## config.mk

```make
export PLATFORM = sky130hd
export DESIGN_NAME = object_scanner_flat
export DESIGN_NICKNAME = d
export VERILOG_FILES = /design/src/rtl/object_scanner_pkg.sv /design/src/rtl/object_scanner_if.sv /design/src/rtl/object_scanner_rect_contains.sv /design/src/rtl/object_scanner.sv /design/src/flat_wrapper.sv
export SDC_FILE = /design/constraint.sdc
export NUM_CORES = 1
export LEC_CHECK = 0
export BUFFER_PORTS_ARGS = -buffer_cell sky130_fd_sc_hd__buf_4
export CAP_MARGIN = 20
export CORE_UTILIZATION = 55
export CTS_CLUSTER_DIAMETER = 40
export CTS_CLUSTER_SIZE = 10
export DETAILED_ROUTE_END_ITERATION = 7
export PLACE_DENSITY = 0.82
export SYNTH_ARGS = -nofsm -noshare
export SYNTH_HDL_FRONTEND = slang
export SYNTH_SLANG_ARGS = --single-unit
```

## constraint.sdc

```tcl
create_clock -name clk_i -period 7.54 [get_ports clk_i]
set_clock_uncertainty 0.2 [all_clocks]
set_input_delay 1.885 -clock clk_i [delete_from_list [all_inputs] [get_ports clk_i]]
set_output_delay 1.885 -clock clk_i [all_outputs]
set_load 0.03 [all_outputs]
```

## src/rtl/object_scanner_pkg.sv

```systemverilog
// Shared descriptor layout, object type codes and scanner state encoding
// for the object_scanner block and its comparator.
package object_scanner_pkg;

  localparam int DATALEN  = 39;
  localparam int TYPE_LSB = 0;
  localparam int TYPE_LEN = 3;
  localparam int X_LSB    = 3;
  localparam int X_LEN    = 10;
  localparam int Y_LSB    = 13;
  localparam int Y_LEN    = 10;
  localparam int W_LSB    = 23;
  localparam int W_LEN    = 8;
  localparam int H_LSB    = 31;
  localparam int H_LEN    = 8;

  localparam int DEF_XW = 10;
  localparam int DEF_YW = 10;

  typedef enum logic [2:0] {
    OBJ_NULL   = 3'd0,
    OBJ_GROUND = 3'd1,
    OBJ_DINO   = 3'd2,
    OBJ_CACTUS = 3'd3,
    OBJ_BIRD   = 3'd4
  } obj_type_e;

  typedef enum logic [1:0] {
    ST_IDLE = 2'd0,
    ST_SCAN = 2'd1,
    ST_DONE = 2'd2
  } scan_state_e;

  function automatic logic [2:0] desc_type(input logic [DATALEN-1:0] d);
    return d[TYPE_LSB +: TYPE_LEN];
  endfunction

endpackage

```

## src/rtl/object_scanner_if.sv

```systemverilog
// Pixel query / result handshake bundle between the display path (master)
// and object_scanner (slave).
interface object_scanner_if #(
  parameter int NOBJ = 4,
  parameter int XW   = 10,
  parameter int YW   = 10
);
  localparam int IW = $clog2(NOBJ);

  logic          px_valid;
  logic          px_ready;
  logic [XW-1:0] px_x;
  logic [YW-1:0] px_y;
  logic          res_valid;
  logic          res_ready;
  logic          res_hit;
  logic [2:0]    res_type;
  logic [IW-1:0] res_index;

  modport master (
    output px_valid, px_x, px_y, res_ready,
    input  px_ready, res_valid, res_hit, res_type, res_index
  );

  modport slave (
    input  px_valid, px_x, px_y, res_ready,
    output px_ready, res_valid, res_hit, res_type, res_index
  );
endinterface

```

## src/rtl/object_scanner_rect_contains.sv

```systemverilog
// rect_contains comparator: does the point (x, y) fall inside the descriptor's
// half-open rectangle? Bounds are widened by one bit so x+width never wraps.
module object_scanner_rect_contains
  import object_scanner_pkg::*;
#(
  parameter int XW = DEF_XW,
  parameter int YW = DEF_YW
) (
  input  logic [DATALEN-1:0] desc_i,
  input  logic [XW-1:0]      x_i,
  input  logic [YW-1:0]      y_i,
  output logic               hit_o
);
  logic [XW:0] x_lo_s, x_hi_s, px_s;
  logic [YW:0] y_lo_s, y_hi_s, py_s;

  assign x_lo_s = (XW+1)'(desc_i[X_LSB +: X_LEN]);
  assign x_hi_s = x_lo_s + (XW+1)'(desc_i[W_LSB +: W_LEN]);
  assign y_lo_s = (YW+1)'(desc_i[Y_LSB +: Y_LEN]);
  assign y_hi_s = y_lo_s + (YW+1)'(desc_i[H_LSB +: H_LEN]);
  assign px_s   = {1'b0, x_i};
  assign py_s   = {1'b0, y_i};

  // Zero width/height makes lo == hi, so the strict upper bound rejects it
  assign hit_o = (desc_type(desc_i) != OBJ_NULL) &&
                 (px_s >= x_lo_s) && (px_s < x_hi_s) &&
                 (py_s >= y_lo_s) && (py_s < y_hi_s);
endmodule

```

## src/rtl/object_scanner.sv

```systemverilog
// Per-pixel object lookup over a frame-consistent descriptor snapshot.
// Optional dino/obstacle overlap flag: define OBJECT_SCANNER_COLLISION_EN.
module object_scanner
  import object_scanner_pkg::*;
#(
  parameter int NOBJ = 4,
  parameter int XW   = DEF_XW,
  parameter int YW   = DEF_YW
) (
  input  logic                    clk_i,
  input  logic                    reset_i,
  input  logic                    frame_start_i,
  input  logic [NOBJ*DATALEN-1:0] objs_i,
  object_scanner_if.slave         px_if,
  output logic                    collide_o
);
  localparam int IW = $clog2(NOBJ);

  scan_state_e        state_q, state_d;
  logic               pending_q, pending_d;
  logic [IW-1:0]      idx_q, idx_d;
  logic [XW-1:0]      qx_q, qx_d;
  logic [YW-1:0]      qy_q, qy_d;
  logic               hit_q, hit_d;
  logic [2:0]         type_q, type_d;
  logic [IW-1:0]      index_q, index_d;
  logic               px_ready_q, px_ready_d;
  logic               res_valid_q, res_valid_d;
  logic               latch_s;
  logic [DATALEN-1:0] shadow_q [NOBJ];
  logic [DATALEN-1:0] cur_desc_s;
  logic               cand_hit_s;

  assign cur_desc_s = shadow_q[idx_q];

  object_scanner_rect_contains #(.XW(XW), .YW(YW)) u_rect (
    .desc_i (cur_desc_s),
    .x_i    (qx_q),
    .y_i    (qy_q),
    .hit_o  (cand_hit_s)
  );

  // Next-state, snapshot request and result capture
  always_comb begin
    state_d   = state_q;
    pending_d = pending_q | frame_start_i;
    idx_d     = idx_q;
    qx_d      = qx_q;
    qy_d      = qy_q;
    hit_d     = hit_q;
    type_d    = type_q;
    index_d   = index_q;
    latch_s   = 1'b0;
    case (state_q)
      ST_IDLE: begin
        if (pending_q) begin
          latch_s   = 1'b1;
          pending_d = frame_start_i;
        end else if (px_if.px_valid && px_ready_q) begin
          qx_d    = px_if.px_x;
          qy_d    = px_if.px_y;
          idx_d   = {IW{1'b0}};
          state_d = ST_SCAN;
        end else begin
          state_d = ST_IDLE;
        end
      end
      ST_SCAN: begin
        if (cand_hit_s) begin
          hit_d   = 1'b1;
          type_d  = desc_type(cur_desc_s);
          index_d = idx_q;
          state_d = ST_DONE;
        end else if (idx_q == IW'(NOBJ - 1)) begin
          hit_d   = 1'b0;
          type_d  = OBJ_NULL;
          index_d = {IW{1'b0}};
          state_d = ST_DONE;
        end else begin
          idx_d = idx_q + IW'(1);
        end
      end
      ST_DONE: begin
        if (px_if.res_ready) begin
          state_d = ST_IDLE;
        end else begin
          state_d = ST_DONE;
        end
      end
      default: state_d = ST_IDLE;
    endcase
    px_ready_d  = (state_d == ST_IDLE) && !pending_d;
    res_valid_d = (state_d == ST_DONE);
  end

  // Control and result registers
  always_ff @(posedge clk_i) begin
    if (reset_i) begin
      state_q     <= ST_IDLE;
      pending_q   <= 1'b0;
      idx_q       <= {IW{1'b0}};
      qx_q        <= {XW{1'b0}};
      qy_q        <= {YW{1'b0}};
      hit_q       <= 1'b0;
      type_q      <= 3'd0;
      index_q     <= {IW{1'b0}};
      px_ready_q  <= 1'b1;
      res_valid_q <= 1'b0;
    end else begin
      state_q     <= state_d;
      pending_q   <= pending_d;
      idx_q       <= idx_d;
      qx_q        <= qx_d;
      qy_q        <= qy_d;
      hit_q       <= hit_d;
      type_q      <= type_d;
      index_q     <= index_d;
      px_ready_q  <= px_ready_d;
      res_valid_q <= res_valid_d;
    end
  end

  // Snapshot copy, only ever taken while idle so a scan never sees a mix
  always_ff @(posedge clk_i) begin
    if (reset_i) begin
      for (int i = 0; i < NOBJ; i++) shadow_q[i] <= {DATALEN{1'b0}};
    end else if (latch_s) begin
      for (int i = 0; i < NOBJ; i++) shadow_q[i] <= objs_i[i*DATALEN +: DATALEN];
    end
  end

  assign px_if.px_ready  = px_ready_q;
  assign px_if.res_valid = res_valid_q;
  assign px_if.res_hit   = hit_q;
  assign px_if.res_type  = type_q;
  assign px_if.res_index = index_q;

`ifdef OBJECT_SCANNER_COLLISION_EN
  logic latch_q;
  logic overlap_s;
  logic collide_q;

  // Strict overlap: touching edges leave lo == hi on one side and fail '<'
  function automatic logic rects_overlap(input logic [DATALEN-1:0] a,
                                         input logic [DATALEN-1:0] b);
    logic [X_LEN:0] ax0, ax1, bx0, bx1;
    logic [Y_LEN:0] ay0, ay1, by0, by1;
    logic           kinds;
    ax0   = (X_LEN+1)'(a[X_LSB +: X_LEN]);
    ax1   = ax0 + (X_LEN+1)'(a[W_LSB +: W_LEN]);
    bx0   = (X_LEN+1)'(b[X_LSB +: X_LEN]);
    bx1   = bx0 + (X_LEN+1)'(b[W_LSB +: W_LEN]);
    ay0   = (Y_LEN+1)'(a[Y_LSB +: Y_LEN]);
    ay1   = ay0 + (Y_LEN+1)'(a[H_LSB +: H_LEN]);
    by0   = (Y_LEN+1)'(b[Y_LSB +: Y_LEN]);
    by1   = by0 + (Y_LEN+1)'(b[H_LSB +: H_LEN]);
    kinds = (desc_type(a) == OBJ_DINO) &&
            ((desc_type(b) == OBJ_CACTUS) || (desc_type(b) == OBJ_BIRD));
    return kinds && (ax0 < bx1) && (bx0 < ax1) && (ay0 < by1) && (by0 < ay1);
  endfunction

  // OR of slot-0 overlap against every other slot of the fresh snapshot
  always_comb begin
    overlap_s = 1'b0;
    for (int i = 1; i < NOBJ; i++) begin
      if (rects_overlap(shadow_q[0], shadow_q[i])) begin
        overlap_s = 1'b1;
      end else begin
        overlap_s = overlap_s;
      end
    end
  end

  // Collision flag refreshes one edge after each latch and holds otherwise
  always_ff @(posedge clk_i) begin
    if (reset_i) begin
      latch_q   <= 1'b0;
      collide_q <= 1'b0;
    end else begin
      latch_q <= latch_s;
      if (latch_q) collide_q <= overlap_s;
    end
  end

  assign collide_o = collide_q;
`else
  assign collide_o = 1'b0;
`endif

endmodule

```

## src/flat_wrapper.sv

```systemverilog
// flat-port wrapper written by rule: the top's interface ports become plain ports
module object_scanner_flat import object_scanner_pkg::*;
#(
  parameter int NOBJ = 4,
  parameter int XW   = DEF_XW,
  parameter int YW   = DEF_YW
)
  (clk_i, reset_i, frame_start_i, objs_i, collide_o, px_if_px_valid, px_if_px_x, px_if_px_y, px_if_res_ready, px_if_px_ready, px_if_res_valid, px_if_res_hit, px_if_res_type, px_if_res_index);
  object_scanner_if #(.NOBJ(NOBJ), .XW(XW), .YW(YW)) px_if_i ();
  input  logic clk_i;
  input  logic reset_i;
  input  logic frame_start_i;
  input  logic [NOBJ*DATALEN-1:0] objs_i;
  output logic collide_o;
  input wire logic [$bits(px_if_i.px_valid)-1:0] px_if_px_valid;
  input wire logic [$bits(px_if_i.px_x)-1:0] px_if_px_x;
  input wire logic [$bits(px_if_i.px_y)-1:0] px_if_px_y;
  input wire logic [$bits(px_if_i.res_ready)-1:0] px_if_res_ready;
  output wire logic [$bits(px_if_i.px_ready)-1:0] px_if_px_ready;
  output wire logic [$bits(px_if_i.res_valid)-1:0] px_if_res_valid;
  output wire logic [$bits(px_if_i.res_hit)-1:0] px_if_res_hit;
  output wire logic [$bits(px_if_i.res_type)-1:0] px_if_res_type;
  output wire logic [$bits(px_if_i.res_index)-1:0] px_if_res_index;
  assign px_if_i.px_valid = px_if_px_valid;
  assign px_if_i.px_x = px_if_px_x;
  assign px_if_i.px_y = px_if_px_y;
  assign px_if_i.res_ready = px_if_res_ready;
  assign px_if_px_ready = px_if_i.px_ready;
  assign px_if_res_valid = px_if_i.res_valid;
  assign px_if_res_hit = px_if_i.res_hit;
  assign px_if_res_type = px_if_i.res_type;
  assign px_if_res_index = px_if_i.res_index;
  object_scanner #(.NOBJ(NOBJ), .XW(XW), .YW(YW)) u_core (.clk_i(clk_i), .reset_i(reset_i), .frame_start_i(frame_start_i), .objs_i(objs_i), .px_if(px_if_i), .collide_o(collide_o));
endmodule
```

Word-level counts from Yosys, hierarchy flattened
Memories as Yosys holds them, arrays and structs flattened. A register that Yosys moved wholly into a read port is not among the register bits.
Cells that the tools add are included.
W data, S select, Z words.
{"block": "word_totals", "inputBits": 181, "ramBits": 156, "reg_bits": 33, "mem_count": 1, "elab_cells": 79}
{"block": "op_classes", "reduce_logical": 15, "bitwise": 6, "n_eq_ne": 8, "addsub": 3, "muxes": 32, "magnitude_cmp": 4}
{"name": "u_core.shadow_q", "words": 4, "width": 39, "rd": 1, "rd_clocked_by_memory_dff": 1, "write_ports": 4, "line": "object_scanner.sv:30", "source": "logic [DATALEN-1:0] shadow_q [NOBJ];"}
{"op": "$mux W39", "n": 4}
{"op": "$mux W2", "n": 12}
{"op": "$add A10 B8 Y11", "n": 2}
{"op": "$lt A10 B11 Y1", "n": 2}
{"op": "$ge A10 B10 Y1", "n": 2}
{"op": "$mux W1", "n": 12}
{"op": "$eq A2 B2 Y1 const B", "n": 3}
{"op": "$logic_and A1 B1 Y1", "n": 6}
{"op": "$mux W3", "n": 2}
{"op": "$ne A2 B2 Y1 const B", "n": 3}
{"op": "$pmux W2 S3", "n": 1}
{"op": "$or A1 B1 Y1", "n": 5}
{"op": "$reduce_and A5 Y1", "n": 1}
{"op": "$logic_not A2 Y1", "n": 2}
{"op": "$pmux W2 S2", "n": 1}
{"op": "$reduce_bool A2 Y1", "n": 2}
{"op": "$reduce_and A3 Y1", "n": 1}
{"op": "$reduce_bool A3 Y1", "n": 1}
{"op": "$add A2 B1 Y2 const B", "n": 1}
{"op": "$eq A2 B1 Y1 const B", "n": 1}
{"op": "$ne A2 B1 Y1 const B", "n": 1}
{"op": "$reduce_and A2 Y1", "n": 1}
{"op": "$logic_not A1 Y1", "n": 1}
{"op": "$not A1 Y1", "n": 1}

Logic depth before layout (Yosys ltp)
Gate-level depths: netlist (run 1).
{"block": "depth", "ltp_word": 9, "mapped_depth": 19}

Cells and area by module
From an unflattened synthesis (run 1), not the netlist that was laid out.
{"block": "hier_totals", "cells_unflattened": 731, "area_unflattened_um2": 9651.8}
{"mod": "object_scanner", "cells_per_inst": 529, "area_each_um2": 8076.5, "instances": 1}
{"mod": "object_scanner_rect_contains", "cells_per_inst": 202, "area_each_um2": 1575.3, "instances": 1}

Worst setup path before layout (run 1)
OpenSTA, ideal clock, no wires.
{"block": "synth_timing", "path_type": "input to register", "startpoint": "in reset_i", "endpoint": "mem u_core.shadow_q[0][0] (enable)", "t_arrival_ns": 5.551, "path_buffers": 1, "setup_ns": 0.521, "path_stages": 3, "slack_ns": 1.268, "path_cell_list": "clkbuf_1 inv_1 nand2_1"}
{"element": "start, declared", "line": "flat_wrapper.sv:11", "source": "input logic reset_i;"}
{"element": "end, declared", "line": "object_scanner.sv:30"}

==> results of run 1 <==
==> synth_stat cells (2+ instances only) <==
cell         n
nor3b_1      3
a41oi_1      2
nor2b_1      7
xnor2_1      6
o21a_1       6
o22ai_1      3
a21bo_2      5
nor2_1      25
inv_1       27
fa_1         2
edfxtp_1   156
nand2b_1     2
and2_1     157
mux4_2      38
o211ai_1     2
dfxtp_1     35
or3_1        2
buf_2        5
ha_1        55
nand2_1     59
buf_1        2
a211oi_1     4
a2111oi_0    6
nor3_1       4
o2111ai_1    2
nand3_1      3
clkbuf_1    27
a21oi_1     43
o21ai_0     15
xor2_1      10
a21o_1       5
==> state kept, by name (all words and copies together), names as in the netlist, named ones only <==
| name | flops |
|---|---|
| u_core.shadow_q | 156 |
| u_core.qx_q | 10 |
| u_core.qy_q | 10 |
| u_core.px_if.res_type | 3 |
| u_core.idx_q | 2 |
| u_core.px_if.res_index | 2 |
| u_core.state_q | 2 |
| u_core.pending_q | 1 |
| u_core.px_if.px_ready | 1 |
| u_core.px_if.res_hit | 1 |
| u_core.px_if.res_valid | 1 |
==> stage by stage <==
stage          std cells  instance area [µm²]  power, mW
3_3_place_gp        1117                11200       1.70
5_1_grt             1150                11800       2.69
3_5_place_dp        1117                11200       1.72
6_report            1150                11800       2.59
4_1_cts             1149                11800       2.60
2_1_floorplan        739                 9590       1.56
==> metal layers <==
| layer | share of wire [%] | vias to the layer above | global-route usage, % | wire length (µm) |
|---|---|---|---|---|
| li1 | - | 3030 | - | - |
| met1 | 44 | 2977 | 30.9 | 8990 |
| met2 | 49 | 191 | 39.8 | 10200 |
| met3 | 4.8 | 34 | 3.97 | 994 |
| met4 | 2.5 | 0 | 10.0 | 515 |
| met5 | 0 | - | 0 | 0 |
==> report_power, final <==
group	internal (mW)	switching, mW
logic	0.221	0.221
registers	1.22	0.0348
clock network	0.494	0.401
total	1.94	0.657
==> kinds of logic (layout without fill, tap and decap cells) <==
| kind of cell | count (synthesis) | after routing | share of synthesized area [%] |
|---|---|---|---|
| AO/OA/AOI/OAI | 104 | 104 | 7.54 |
| XOR/XNOR | 16 | 16 | 1.46 |
| adder cells (fa/ha/maj) | 57 | 57 | 7.60 |
| buffers and inverters | 63 | 254 | 2.65 |
| flip-flops | 191 | 191 | 56.2 |
| multiplexers | 39 | 39 | 9.20 |
| other | 1 | 1 | 0.0391 |
| AND/OR/NAND/NOR | 268 | 268 | 15.3 |
==> how the worst min path moves through the flow <==
stage                           endpoint  slack [ns]  cells past startpoint
after floorplan           u_core.qy_q[0]        0.24                      2
after global placement    u_core.qx_q[0]        0.27                      2
after detailed placement  u_core.qx_q[0]        0.27                      2
after CTS                 u_core.qx_q[0]        0.28                      2
after global routing      u_core.qx_q[3]        0.30                      2
final                     u_core.qx_q[0]        0.29                      2
==> critical path, stage by stage, from the launching register on <==
cell and delay [ns]:
dfxtp_2 0.78, buf_4 0.37, mux4_2 0.52, ha_1 0.22, fa_1 0.42, a211oi_1 0.26
nor2_1 0.13, o21a_1 0.18, nor2_1 0.11, xor2_1 0.17, ha_1 0.26, nand4_1 0.09
nor2_1 0.05, a211oi_1 0.22, o21ai_0 0.25, a221oi_2 0.64, or2_4 0.27, o21ai_2 0.07
==> cell type report <==
| type | instances | area [µm²] |
|---|---|---|
| multi-input combinational | 485 | 3960 |
| fill | 1207 | 5020 |
| inverter | 27 | 101 |
| sequential | 191 | 5390 |
| tap | 220 | 275 |
| timing repair buffer | 195 | 1490 |
| clock inverter | 14 | 153 |
| clock buffer | 18 | 429 |
==> summary.md, run 1 <==
| Metric | Value |
|---|---|
| Outcome | `finished clean` |
| WS Path Type | `reg -> reg` |
| Final min period | `5.34 ns` |
| Layout area overhead | `23.1%` |
| Remaining DRCs | `0` |
| P_leak | `4.85 nW` |
| Vias | `slightly above 6,000` |
| Synth area leader | `edfxtp_1` |
| Core ar. | `approximately 17,000 µm²` |
| Asr flop ratio synth | `0%` |
| Worst Hold Class | `reg -> reg` |
| WP data arrival | `5.46 ns` |
| Vias in the first global route | `approximately 6,300` |
| Max cap viols | `0` |
| HPWL Detailed | `between 15,000 and 20,000 µm` |
| Per-cell routed wire length | `18.0 µm` |
| Die area | `18,000 µm²` |
| Port Buffer Count | `188` |
| Final hold vios | `0` |
| Clock root buffer master | `clkbuf_16` |
| Hold_sp | `u_core.qx_q[0]` |
| Flop2flop setup slack | `about 2.2 ns` |
| Share of cells above drive strength 1 | `30.6%` |
| # clock sinks | `191` |
| # IOs | `190` |
| Yosys reg bits | `191` |
| Global-route usage over all layers | `between 20% and 30%` |
| First-pass GRT wire length | `32,000 µm` |
| Post-synth EDFFs | `156` |
| 1st-iter DRT viols | `382` |
| Worst setup margin | `roughly 2.2 ns` |
| Largest net degree at the start of global routing | `94` |
| Initial antenna violation count | `0` |
| FP Rows | `47` |
| Number of post-CTS setup repair buffers | `0` |
| Commonest cells after routing, fill and taps aside | `buf_4, and2_1, edfxtp_1, nand2_1, ha_1` |
| Gpl congestion | `about 0.92` |
| Clock slew at the register clock pins of the worst setup and hold paths | `0.07 ns` |
| CTS tree | `yes` |
| Clk_lat worst skew | `~0.43 ns` |
| Setup crit end kind | `flip-flop` |
| Initial Utilization | `57.0%` |
| Die Ht | `134 µm` |
| Main area contributors after synthesis | `edfxtp_1, and2_1, mux4_2, dfxtp_1, ha_1` |
| Htree depth | `4` |
| Post-Route Utilization | `about 70%` |
| Worst r2r path cells | `17` |
| Final hold slack | `0.286 ns` |
| Cts bufs inserted | `17` |
| Relative slew slack | `42.4%` |
| Final setup vio count | `0` |
| Antenna cells | `0` |
| Post-synth top area share | `between 40% and 50%` |
| Peak VDD IR | `169 µV` |
| RSZ-0062 raised after global routing | `false` |
| Setup TNS Final | `0 ns` |
| Gate Count Post-Synth | `739` |
| Slew @ Worst Pin | `between 0.8 and 0.9 ns` |
| Mean post-synth cell area | `13.0 µm²` |
| Pre-CTS setup slack | `between 2 and 2.5 ns` |
| YS warnings | `0` |
| Seq/Total Area, Yosys | `56.2%` |
| Most common cell after layout, fill and taps aside | `buf_4` |
| Total gr overflow | `0` |
| Clock Path Buffers | `2` |
| Synthesized cell area | `9590 µm²` |
| Vias per cell | `5.42` |
| Cts repair resizes | `0` |
| Startpoint Class | `flip-flop` |
| Detailed Routing Iterations Pass 1 | `4` |
| Hold_buf cts | `0` |
| Post-layout nets | `between 1,000 and 1,500` |
| Routed WL | `between 20,000 and 25,000 µm` |
| Top FF cell, synth | `edfxtp_1` |
| P per Cell Area | `220 nW/µm²` |
| Remaining antenna violation count | `0` |
| Worst-path fanout max | `19` |
| Crit share post-route | `roughly 70%` |
| Syn Nets | `977` |
| Die span in x | `134 µm` |
| Max Clock Freq | `187 MHz` |
| WP data required | `7.65 ns` |
| Final Max Slew Viols | `0` |
| Netlist cell types | `52` |
No activity file was read; power rests on OpenSTA's default activity.
==> run 2: changes to the inputs <==
Settings changed: ABC_AREA set to 1, PLACE_DENSITY 0.82 to 0.81.
Clock period 7.54 ns to 5.5 ns, I/O delays scaled along.
==> run 2 against run 1 <==
Compared with the run above: wire length grew 8.6%; global-route usage grew 1.4 points; synthesized cell count grew 53%; critical path depth grew 7; area after synthesis grew 4.1%; first-iteration DRC count grew 82%; worst setup slack lost 1.2 ns; die area grew 4.0%; worst hold slack gained 0.012 ns; sequential power grew 41%; combinational power grew to 3.0 times the previous value; register-to-register slack lost 1.2 ns.
==> summary.md, run 2 <==
| Metric | Value |
|---|---|
| Internal | `2.86 mW (+48%)` |
| Clk_lat worst skew | `0.44 ns (about the same)` |
| Htree depth | `4 (unchanged)` |
| Hold_buf cts | `0 (unchanged)` |
| NetSw | `1.45 mW (+120%)` |
| Simple-Gate Fraction of Synth Area | `17.3% (+2.0 points)` |
| Total gr overflow | `0 (unchanged)` |
| Commonest cells in the netlist | `nor2_1, inv_1, edfxtp_1` |
| Clock root buffer master | `clkbuf_16` |
| Routed WL | `22,400 µm (+8.6%)` |
| Biggest registers after layout | `u_core.shadow_q: 156 flops, u_core.qx_q: 10 flops, u_core.qy_q: 10 flops` |
| Detailed Routing Iterations Pass 1 | `5 (+1)` |
| Final Max Slew Viols | `0 (unchanged)` |
| Yosys reg bits | `191 (unchanged)` |
| Setup crit end kind | `flip-flop` |
| Port Buffer Count | `188 (unchanged)` |
| CTS tree | `yes` |
| Max Clock Freq | `223 MHz (+19%)` |
| Largest net degree at the start of global routing | `157 (+67%)` |
| Final setup vio count | `0 (unchanged)` |
| Synth area leader | `edfxtp_1` |
| Per-cell routed wire length | `14.6 µm (-19%)` |
| Crit share post-route | `81.4% (+10 points)` |
| Final min period | `4.47 ns (-0.870 ns)` |
| Cts bufs inserted | `17 (unchanged)` |
| Largest register by flop count | `u_core.shadow_q` |
| Syn Nets | `1,371 (+40%)` |
| Post-synthesis mux area share | `0% (-9.2 points)` |
| Clock power frac | `28.2% (-6.4 points)` |
| Clock Path Buffers | `2 (unchanged)` |
| Vias in the first global route | `7,571 (+21%)` |
| WS Path Type | `reg -> reg` |
| Startpoint Class | `flip-flop` |
| Max cap viols | `0 (unchanged)` |
| Setup TNS Final | `0 ns (unchanged)` |
| Die Ht | `137 µm (+2.0%)` |
| Sw Ratio | `33.7% (+8.4 points)` |
| Vias | `8,045 (+29%)` |
| Worst-path fanout max | `66 (+47)` |
| Gate Count Post-Synth | `1,133 (+53%)` |
| Remaining DRCs | `0 (unchanged)` |
| Comb power frac | `31.0% (+14 points)` |
| Die span in x | `137 µm (+2.0%)` |
| Flop2flop setup slack | `1.03 ns (-1.17 ns)` |
| Vias per cell | `5.23 (-3.4%)` |
| Die area | `18,700 µm² (+4.0%)` |
| Post-Route Utilization | `69.4% (-0.72 points)` |
| Worst r2r path cells | `24 (+7)` |
| FP Rows | `48 (+2.1%)` |
| Cts repair resizes | `0 (unchanged)` |
| Adder-cell share of the synthesized area | `7.30% (-0.30 points)` |
| Initial Utilization | `57.1% (+0.094 points)` |
| # IOs | `190 (unchanged)` |
| P per Cell Area | `355 nW/µm² (+62%)` |
| HPWL Detailed | `15,600 µm (+3.4%)` |
| Reg power frac | `40.8% (-7.6 points)` |
| Mean post-synth cell area | `8.81 µm² (-32%)` |
| Global-route usage over all layers | `25.3% (+1.4 points)` |
| Top FF cell, synth | `edfxtp_1` |
| WP data required | `5.63 ns (-2.02 ns)` |
| WP data arrival | `4.60 ns (-0.86 ns)` |
| # clock sinks | `191 (unchanged)` |
| Flip-flop count of the largest register after layout | `156 (unchanged)` |
| Most common cell after layout, fill and taps aside | `nor2_1` |
| Seq/Total Area, Yosys | `54.0% (-2.2 points)` |
| RSZ-0062 raised after global routing | `false` |
| 1st-iter DRT viols | `696 (+82%)` |
| Commonest cells after routing, fill and taps aside | `nor2_1, inv_1, buf_4, edfxtp_1, nand2_1` |
| Hold path depth | `2 (unchanged)` |
| Antenna cells | `0 (unchanged)` |
| XOR/XNOR Fraction of Synth Area | `1.40% (-0.057 points)` |
| YS warnings | `0 (unchanged)` |
| Post-synth top area share | `46.9% (-1.9 points)` |
| Post-layout nets | `1,537 (+33%)` |
| Number of post-CTS setup repair buffers | `0 (unchanged)` |
| Worst Hold Class | `reg -> reg` |
| Synthesized cell area | `9980 µm² (+4.1%)` |
| Hold_sp | `u_core.px_if.res_type[1]` |
| Asr flop ratio synth | `0% (unchanged)` |
| Remaining antenna violation count | `0 (unchanged)` |
| Share of cells above drive strength 1 | `18.1% (-13 points)` |
| Most frequent cell after synthesis | `nor2_1` |
| Complex-gate fraction of the synthesized area | `9.33% (+1.8 points)` |
| Hold path endpoint | `u_core.px_if.res_type[1]` |
| Layout area overhead | `21.6%` |
| Main area contributors after synthesis | `edfxtp_1, nor2_1, inv_1, dfxtp_1, ha_1` |
| Initial antenna violation count | `0 (unchanged)` |
| Core ar. | `17,500 µm² (+3.9%)` |
| P_leak | `5.99 nW (+24%)` |
| First-pass GRT wire length | `35,700 µm (+12%)` |
| Clock slew at the register clock pins of the worst setup and hold paths | `0.07 ns (about the same)` |
| Final hold vios | `0 (unchanged)` |
| Largest family of logic cells by synthesized area | `simple AND/OR/NAND/NOR gates` |
| Relative slew slack | `34.1% (-8.3 points)` |
| Slew @ Worst Pin | `0.988 ns (+0.124 ns)` |
| Gpl congestion | `0.880 (-4.2%)` |
| Peak VDD IR | `224 µV (+33%)` |
| Post-synth EDFFs | `156 (unchanged)` |
| Outcome | `finished clean` |
| Reg-to-reg endpoint | `u_core.px_if.px_ready` |
| Netlist cell types | `39 (-25%)` |
[run 2: cell types whose count changed in the layout (fill, tap and decap cells not counted), sizes merged, moves of 7 or more]
cell,delta
a32oi,+16
nand3,+31
inv,+195
and2,-158
o21ai,+47
nand2,+79
mux4,-39
a21oi,+12
nor2,+227
o22ai,+15
a2111oi,-7
nor2b,-7
[run 2: cell type report]
type                            instances  area, µm²
Tap cell                              225        282
Fill cell                            1297       5340
Clock inverter                         14        150
Inverter                              223        843
Sequential cell                       191       5390
Timing Repair Buffer                  195       1490
Clock buffer                           18        429
Multi-Input combinational cell        671       3550
[run 2: critical path, cell delays in order, from the launching register on]
cell and delay, ns:
dfxtp_2 0.52, buf_4 0.59, o21ai_0 0.19, o22ai_1 0.35
ha_1 0.25, fa_1 0.22, nand3_1 0.08, nand2_1 0.14
a21oi_1 0.10, xor2_1 0.15, ha_1 0.29, nand2_1 0.09
inv_1 0.04, a21oi_1 0.13, nand2_1 0.06, nand2_1 0.05
nand2_1 0.05, nand2_1 0.05, nand2_1 0.04, nand2_1 0.15
nand4_4 0.19, nand3_1 0.12, nand2_1 0.10, nand2_1 0.12
nor2_1 0.05
[run 2: logic make-up after synthesis]
kind of cell               after synthesis
buffers and inverters                  271
AOI/OAI and AO/OA                      162
DFF                                    191
xor gates and xnor gates                16
and+or+nand+nor                        435
other                                    1
adders and majority gates               57
[run 2: per-layer routing]
metal  global-route usage, %  up-vias  wire, µm
met2                    40.2      348     10300
met1                    34.6     3685      9990
met3                    3.56       40      1560
met4                    10.9        0       612
li1                        -     3972         -
met5                       0        -         0
[run 2: stage by stage]
| step | instances | hold slack (ns) | worst slack [ns] | cell area (µm²) | total power, mW |
|---|---|---|---|---|---|
| floorplan | 1133 | 0.255 | 0.234 | 9980 | 2.74 |
| global placement | 1505 | 0.293 | 1.29 | 11600 | 3.05 |
| detailed placement | 1505 | 0.294 | 1.15 | 11600 | 3.10 |
| CTS | 1537 | 0.303 | 1.07 | 12100 | 4.30 |
| global route | 1537 | 0.330 | 0.682 | 12100 | 4.55 |
| finish | 1537 | 0.298 | 1.03 | 12100 | 4.31 |
[run 2: worst max path at each step]
stage / start / to / slack, ns / depth (start not counted)
6_report: flip-flop / u_core.px_if.px_ready / 1.03 / 24
5_1_grt: flip-flop / u_core.px_if.px_ready / 0.68 / 24
4_1_cts: flip-flop / u_core.px_if.px_ready / 1.07 / 24
3_5_place_dp: flip-flop / u_core.px_if.px_ready / 1.15 / 24
3_3_place_gp: flip-flop / u_core.px_if.px_ready / 1.29 / 24
2_1_floorplan: u_core.state_q[0] / u_core.shadow_q[0][0] / 0.23 / 3
[run 2: power groups by stage]
stage	logic, mW	clock network [mW]	registers (mW)
floorplan	0.962	0	1.78
global placement	1.26	0	1.79
detailed placement	1.31	0	1.79
CTS	1.33	1.22	1.76
global route	1.52	1.27	1.77
finish	1.33	1.21	1.76
